File: config.mk
export PLATFORM = sky130hd
export DESIGN_NAME = melody_sequencer
export DESIGN_NICKNAME = d
export VERILOG_FILES = /design/src/rtl/melody_pkg.sv /design/src/rtl/melody_rom.sv /design/src/rtl/melody_sequencer.sv
export SDC_FILE = /design/constraint.sdc
export NUM_CORES = 1
export LEC_CHECK = 0
export CORE_MARGIN = 8
export CORE_UTILIZATION = 46
export CTS_BUF_LIST = sky130_fd_sc_hd__clkbuf_8
export DETAILED_ROUTE_END_ITERATION = 10
export PLACE_DENSITY = 0.77
export SLEW_MARGIN = 20
export SYNTH_ARGS = -nofsm -noshare
export SYNTH_HDL_FRONTEND = slang
export SYNTH_HIERARCHICAL = 1
export SYNTH_SLANG_ARGS = --single-unit
File: constraint.sdc
create_clock -name clk -period 3.9 [get_ports clk]
set_input_delay 0.39 -clock clk [delete_from_list [all_inputs] [get_ports clk]]
set_output_delay 0.39 -clock clk [all_outputs]
set_load 0.05 [all_outputs]
File: src/rtl/melody_pkg.sv
// melody_pkg: state encoding, note codes, ROM word layout and
// speaker divider table shared by the melody sequencer files.
package melody_pkg;

  typedef enum logic [1:0] {
    ST_IDLE  = 2'd0,
    ST_PLAY  = 2'd1,
    ST_GAP   = 2'd2,
    ST_PAUSE = 2'd3
  } seq_state_e;

  localparam logic [2:0] NOTE_REST = 3'd0;
  localparam logic [2:0] NOTE_DO   = 3'd1;
  localparam logic [2:0] NOTE_RE   = 3'd2;
  localparam logic [2:0] NOTE_MI   = 3'd3;
  localparam logic [2:0] NOTE_FA   = 3'd4;
  localparam logic [2:0] NOTE_SO   = 3'd5;
  localparam logic [2:0] NOTE_LA   = 3'd6;
  localparam logic [2:0] NOTE_SI   = 3'd7;

  localparam int NOTE_DIV_W = 22;

  localparam logic [21:0] DIV_DO = 22'd190840;
  localparam logic [21:0] DIV_RE = 22'd170068;
  localparam logic [21:0] DIV_MI = 22'd151515;
  localparam logic [21:0] DIV_FA = 22'd143266;
  localparam logic [21:0] DIV_SO = 22'd127551;
  localparam logic [21:0] DIV_LA = 22'd113636;
  localparam logic [21:0] DIV_SI = 22'd101215;

  typedef struct packed {
    logic [2:0] code;
    logic [1:0] rsvd;
    logic [2:0] dur;
  } rom_entry_t;

  function automatic rom_entry_t rom_word(
    input logic [2:0] code,
    input logic [2:0] dur
  );
    rom_entry_t w;
    w.code = code;
    w.rsvd = 2'b00;
    w.dur  = dur;
    return w;
  endfunction

  function automatic logic [NOTE_DIV_W-1:0] note_div_of(
    input logic [2:0] code
  );
    logic [NOTE_DIV_W-1:0] d;
    case (code)
      NOTE_DO: d = DIV_DO;
      NOTE_RE: d = DIV_RE;
      NOTE_MI: d = DIV_MI;
      NOTE_FA: d = DIV_FA;
      NOTE_SO: d = DIV_SO;
      NOTE_LA: d = DIV_LA;
      NOTE_SI: d = DIV_SI;
      default: d = '0;
    endcase
    return d;
  endfunction

endpackage

File: src/rtl/melody_rom.sv
// melody_rom: fixed melody table, combinational lookup by index.
// Entries past the stored tune read back as a one-beat rest.
module melody_rom
  import melody_pkg::*;
#(
  parameter int IW = 4
) (
  input  logic [IW-1:0] index,
  output rom_entry_t    entry
);

  // table lookup
  always_comb begin
    entry = rom_word(NOTE_REST, 3'd1);
    case (32'(index))
      0:  entry = rom_word(NOTE_DO, 3'd1);
      1:  entry = rom_word(NOTE_RE, 3'd1);
      2:  entry = rom_word(NOTE_MI, 3'd1);
      3:  entry = rom_word(NOTE_DO, 3'd1);
      4:  entry = rom_word(NOTE_DO, 3'd1);
      5:  entry = rom_word(NOTE_RE, 3'd1);
      6:  entry = rom_word(NOTE_MI, 3'd1);
      7:  entry = rom_word(NOTE_DO, 3'd1);
      8:  entry = rom_word(NOTE_MI, 3'd1);
      9:  entry = rom_word(NOTE_FA, 3'd1);
      10: entry = rom_word(NOTE_SO, 3'd2);
      11: entry = rom_word(NOTE_REST, 3'd1);
      12: entry = rom_word(NOTE_MI, 3'd1);
      13: entry = rom_word(NOTE_FA, 3'd1);
      14: entry = rom_word(NOTE_SO, 3'd2);
      15: entry = rom_word(NOTE_REST, 3'd1);
      default: entry = rom_word(NOTE_REST, 3'd1);
    endcase
  end

endmodule

File: src/rtl/melody_sequencer.sv
// melody_sequencer: plays the ROM melody with gaps, live keys override.
// Define MELODY_LOOP_EN to loop forever instead of stopping with done.
module melody_sequencer
  import melody_pkg::*;
#(
  parameter int SEQ_LEN    = 16,
  parameter int GAP_CYCLES = 1_000_000,
  parameter int DIV_W      = 22
) (
  input  logic                       clk,
  input  logic                       rst,
  input  logic                       beat_tick,
  input  logic                       play_pulse,
  input  logic                       stop_pulse,
  input  logic                       manual_valid,
  input  logic [DIV_W-1:0]           manual_note_div,
  output logic [DIV_W-1:0]           note_div,
  output logic                       note_valid,
  output logic [$clog2(SEQ_LEN)-1:0] seq_index,
  output logic [1:0]                 seq_state,
  output logic                       done
);

  localparam int IW = $clog2(SEQ_LEN);
  localparam int GW = $clog2(GAP_CYCLES + 1);
  localparam logic [IW-1:0] LAST   = IW'(SEQ_LEN - 1);
  localparam logic [GW-1:0] GAP_LD = GW'(GAP_CYCLES - 1);

  seq_state_e state, state_n;
  logic [IW-1:0] index, index_n, ld_index;
  logic [2:0] dur, dur_n, code, code_n;
  logic [GW-1:0] gap, gap_n;
  logic ret, ret_n;
  logic done_n, load, tick, valid_n;
  logic [DIV_W-1:0] div_n;
  rom_entry_t entry;
  logic unused_rsvd;

  // next ROM slot to enter PLAY on: 0 from IDLE or after the last note
  assign ld_index = (state == ST_GAP && index != LAST)
                  ? index + 1'b1 : '0;

  melody_rom #(.IW(IW)) u_rom (
    .index (ld_index),
    .entry (entry)
  );

  assign unused_rsvd = ^entry.rsvd;
  assign seq_index   = index;
  assign seq_state   = state;

  // state register and registered outputs
  always_ff @(posedge clk or negedge rst) begin
    if (!rst) begin
      state      <= ST_IDLE;
      index      <= '0;
      dur        <= '0;
      gap        <= '0;
      code       <= NOTE_REST;
      ret        <= 1'b0;
      done       <= 1'b0;
      note_div   <= '0;
      note_valid <= 1'b0;
    end else begin
      state      <= state_n;
      index      <= index_n;
      dur        <= dur_n;
      gap        <= gap_n;
      code       <= code_n;
      ret        <= ret_n;
      done       <= done_n;
      note_div   <= div_n;
      note_valid <= valid_n;
    end
  end

  // next state, counters and the output value they imply
  always_comb begin
    state_n = state;
    index_n = index;
    dur_n   = dur;
    gap_n   = gap;
    code_n  = code;
    ret_n   = ret;
    done_n  = 1'b0;
    load    = 1'b0;
    div_n   = '0;
    valid_n = 1'b0;
    tick    = beat_tick & ~manual_valid;
    if (stop_pulse) begin
      state_n = ST_IDLE;
      index_n = '0;
      dur_n   = '0;
      gap_n   = '0;
      code_n  = NOTE_REST;
      ret_n   = 1'b0;
    end else begin
      unique case (state)
        ST_IDLE: begin
          if (play_pulse) begin
            state_n = ST_PLAY;
            load    = 1'b1;
          end
        end
        ST_PLAY: begin
          if (play_pulse) begin
            state_n = ST_PAUSE;
            ret_n   = 1'b0;
          end else if (tick) begin
            if (dur == 3'd1) begin
              state_n = ST_GAP;
              gap_n   = GAP_LD;
            end else begin
              dur_n = dur - 3'd1;
            end
          end
        end
        ST_GAP: begin
          if (play_pulse) begin
            state_n = ST_PAUSE;
            ret_n   = 1'b1;
          end else if (!manual_valid) begin
            if (gap != '0) begin
              gap_n = gap - 1'b1;
            end else if (index != LAST) begin
              state_n = ST_PLAY;
              load    = 1'b1;
            end else begin
`ifdef MELODY_LOOP_EN
              state_n = ST_PLAY;
              load    = 1'b1;
`else
              state_n = ST_IDLE;
              index_n = '0;
              dur_n   = '0;
              code_n  = NOTE_REST;
              done_n  = 1'b1;
`endif
            end
          end
        end
        ST_PAUSE: begin
          if (play_pulse) begin
            state_n = ret ? ST_GAP : ST_PLAY;
          end
        end
        default: state_n = ST_IDLE;
      endcase
      if (load) begin
        index_n = ld_index;
        code_n  = entry.code;
        dur_n   = (entry.dur == 3'd0) ? 3'd1 : entry.dur;
      end
    end
    if (manual_valid) begin
      div_n   = manual_note_div;
      valid_n = 1'b1;
    end else if (state_n == ST_PLAY && code_n != NOTE_REST) begin
      div_n   = DIV_W'(note_div_of(code_n));
      valid_n = 1'b1;
    end
  end

endmodule

==> results of run 1 <==
[worst max path at each step]
stage                      startpoint  cells after the start  slack [ns]                     end
2_1_floorplan  seq_state[1]$_DFF_PN0_                     13        0.53  note_div[11]$_DFF_PN0_
3_3_place_gp       gap[0]$_DFFE_PN0P_                      8        0.61   note_div[7]$_DFF_PN0_
3_5_place_dp       gap[0]$_DFFE_PN0P_                      8        0.47   note_div[7]$_DFF_PN0_
4_1_cts            gap[0]$_DFFE_PN0P_                      8        0.45   note_div[7]$_DFF_PN0_
5_1_grt            gap[1]$_DFFE_PN0P_                      8        0.24   note_div[8]$_DFF_PN0_
6_report           gap[0]$_DFFE_PN0P_                      8        0.41   note_div[7]$_DFF_PN0_
[flip-flops by register name, indices dropped and copies added (netlist names)]
register	cells
code	3
done	1
gap	20
ret	1
note_valid	1
note_div	22
seq_state	2
dur	3
seq_index	4
[layer usage]
layer  wire length (µm)  global-route usage, %
met5                  0                      0
met4                204                   9.59
met3                466                   3.27
met2               4110                   27.1
met1               4070                   23.3
[per-stage QoR]
step           setup WS (ns)  hold WS, ns  util, %  instance area, µm²
2_1_floorplan          0.529       0.0944        -                3400
3_3_place_gp           0.606        0.489     56.0                4040
3_5_place_dp           0.469        0.493     56.0                4040
4_1_cts                0.454        0.211     58.4                4210
5_1_grt                0.240        0.247     58.4                4210
6_report               0.410        0.169     58.4                4210
[report_power, final]
part           switching, mW  internal [mW]  total [mW]  leakage (nW)
clock network          0.263          0.228       0.491        0.0850
registers             0.0428          0.633       0.676         0.732
logic                  0.216          0.144       0.360         0.850
[layout make-up]
type,count,area [µm²]
clock buffers,9,124
clock inverters,7,47.5
fillers,665,3000
inverters,12,45.0
multi-input cells,286,1820
flip-flops and latches,57,1430
well taps,99,124
repair buffers,65,626
[critical path, stage by stage (launching register included)]
cell and delay, ns:
dfrtp_1 0.41, inv_1 0.07, ha_1 0.22, nor4b_2 0.32, nand4_1 0.53, nor4_1 0.45
o31a_1 0.18, or4b_1 0.79, o41ai_1 0.43
==> results.md, run 1 <==
* P&R area growth vs syn at 23.8%
* Wire per inst at 16.5 µm
* Pwr Density at 362 mW/mm²
* I/O pin count at 58
* Worst slew pin tran at roughly 0.85 ns
* Final WL at 8850 µm
* Mapped Cells at between 300 and 400
* CTS H-tree depth at 3
* Die width at 102 µm
* Post-route insts no fill at 535
* Period minus WS final at 3.49 ns
* RR Endpoint: note_div[7]$_DFF_PN0_
* Via count at 3,146
* Max-Cap Viols at 0
* Relative slew slack at between 40% and 50%
* Fmax at 0.287 GHz
* Post-CTS setup buffer count at 0
* Row cnt at 31
* DRT iter0 DRCs at 168
* Antenna-violating nets left at 0
* Worst Clk Skew at 0.00864 ns
* Initial core utilization at 47.2%
* Vias per Instance at between 5 and 6
* Max VDD drop at 0.185 mV
* Yosys Warn Count at 6
* Crit path required time at between 4 and 5 ns
* R2R Path Start: gap[0]$_DFFE_PN0P_
* Critical path arrival at 3.73 ns
* Clk sinks at 57
* Global-route wire length before repair at 14,700 µm
* R2R cell count at 8
* Drt pass-1 iters at 4
* Syn_area_per_cell at 8.93 µm²
* Crit. End Element: flip-flop
* Final Power at 1.53 mW
* Fin nets at 466
* Max Slew Vio Count at 0
* HP Class: in -> async
* Vias in the first global route at 3,042
* Net Count, Synth at 416
* Setup CP Type: reg -> reg
* Fin. Hold Viols at 0
* Die ar. at 0.0104 mm²
* Clock latency on the worst-skew pair at between 0.3 and 0.4 ns
* Root buf cell: clkbuf_8
* Core Region at 0.00721 mm²
* Critical path fanouts, max at 19
* # resized after CTS at 0
* CTS buffer count at 9
* Finish-stage setup viols at 0
* Clock Pin Slew Worst Setup and Hold Paths at 0.07 ns
* Final Wtd Congestion at 0.958
* Total track usage at 17.8%
* Most frequent cells in the layout: 57 x dfrtp_1, 56 x clkdlybuf4s50_1, 42 x nand2_1
* DP Cell Count at 519
* Status: completed
* Setup TNS at 0 ns
* Maximum buffer depth of the clock tree at 2
* Period utilisation layout at 89.5%
* Commonest non-fill, non-tap cell in the layout: dfrtp_1
* Die Ht at 102 µm
* Largest net degree at the start of global routing at 58
* IO Port Bufs at between 50 and 60
* Layout cells sized above 1 at ~9%
* Startpoint Class: flip-flop
* R2R Setup Slk at 0.41 ns
* GRT overflow at 0
* DR DRC count at 0
* Post-DP HPWL at 6250 µm
* Leakage at 1.67 nW
* Initial antenna violation count at 0
* Netlist Area Pre-Place at 0.00340 mm²
* TritonCTS clock tree: done
* Hold Buf Count CTS at 0
* RSZ-0062 raised after global routing: no
* Ant diodes at 0
Note: power is estimated with default switching activity, not from simulation.
==> inputs of run 2 (changes only) <==
CTS_CLUSTER_SIZE = 14   (was unset)
SLEW_MARGIN = 5   (was 20)
==> results of run 2 <==
No change in the layout: final DEF, timing and power equal those of run 1.
==> inputs of run 3 (changes only) <==
ABC_CLOCK_PERIOD_IN_PS = 3900   (was unset)
==> results of run 3 <==
No change in the layout: final DEF, timing and power equal those of run 1.
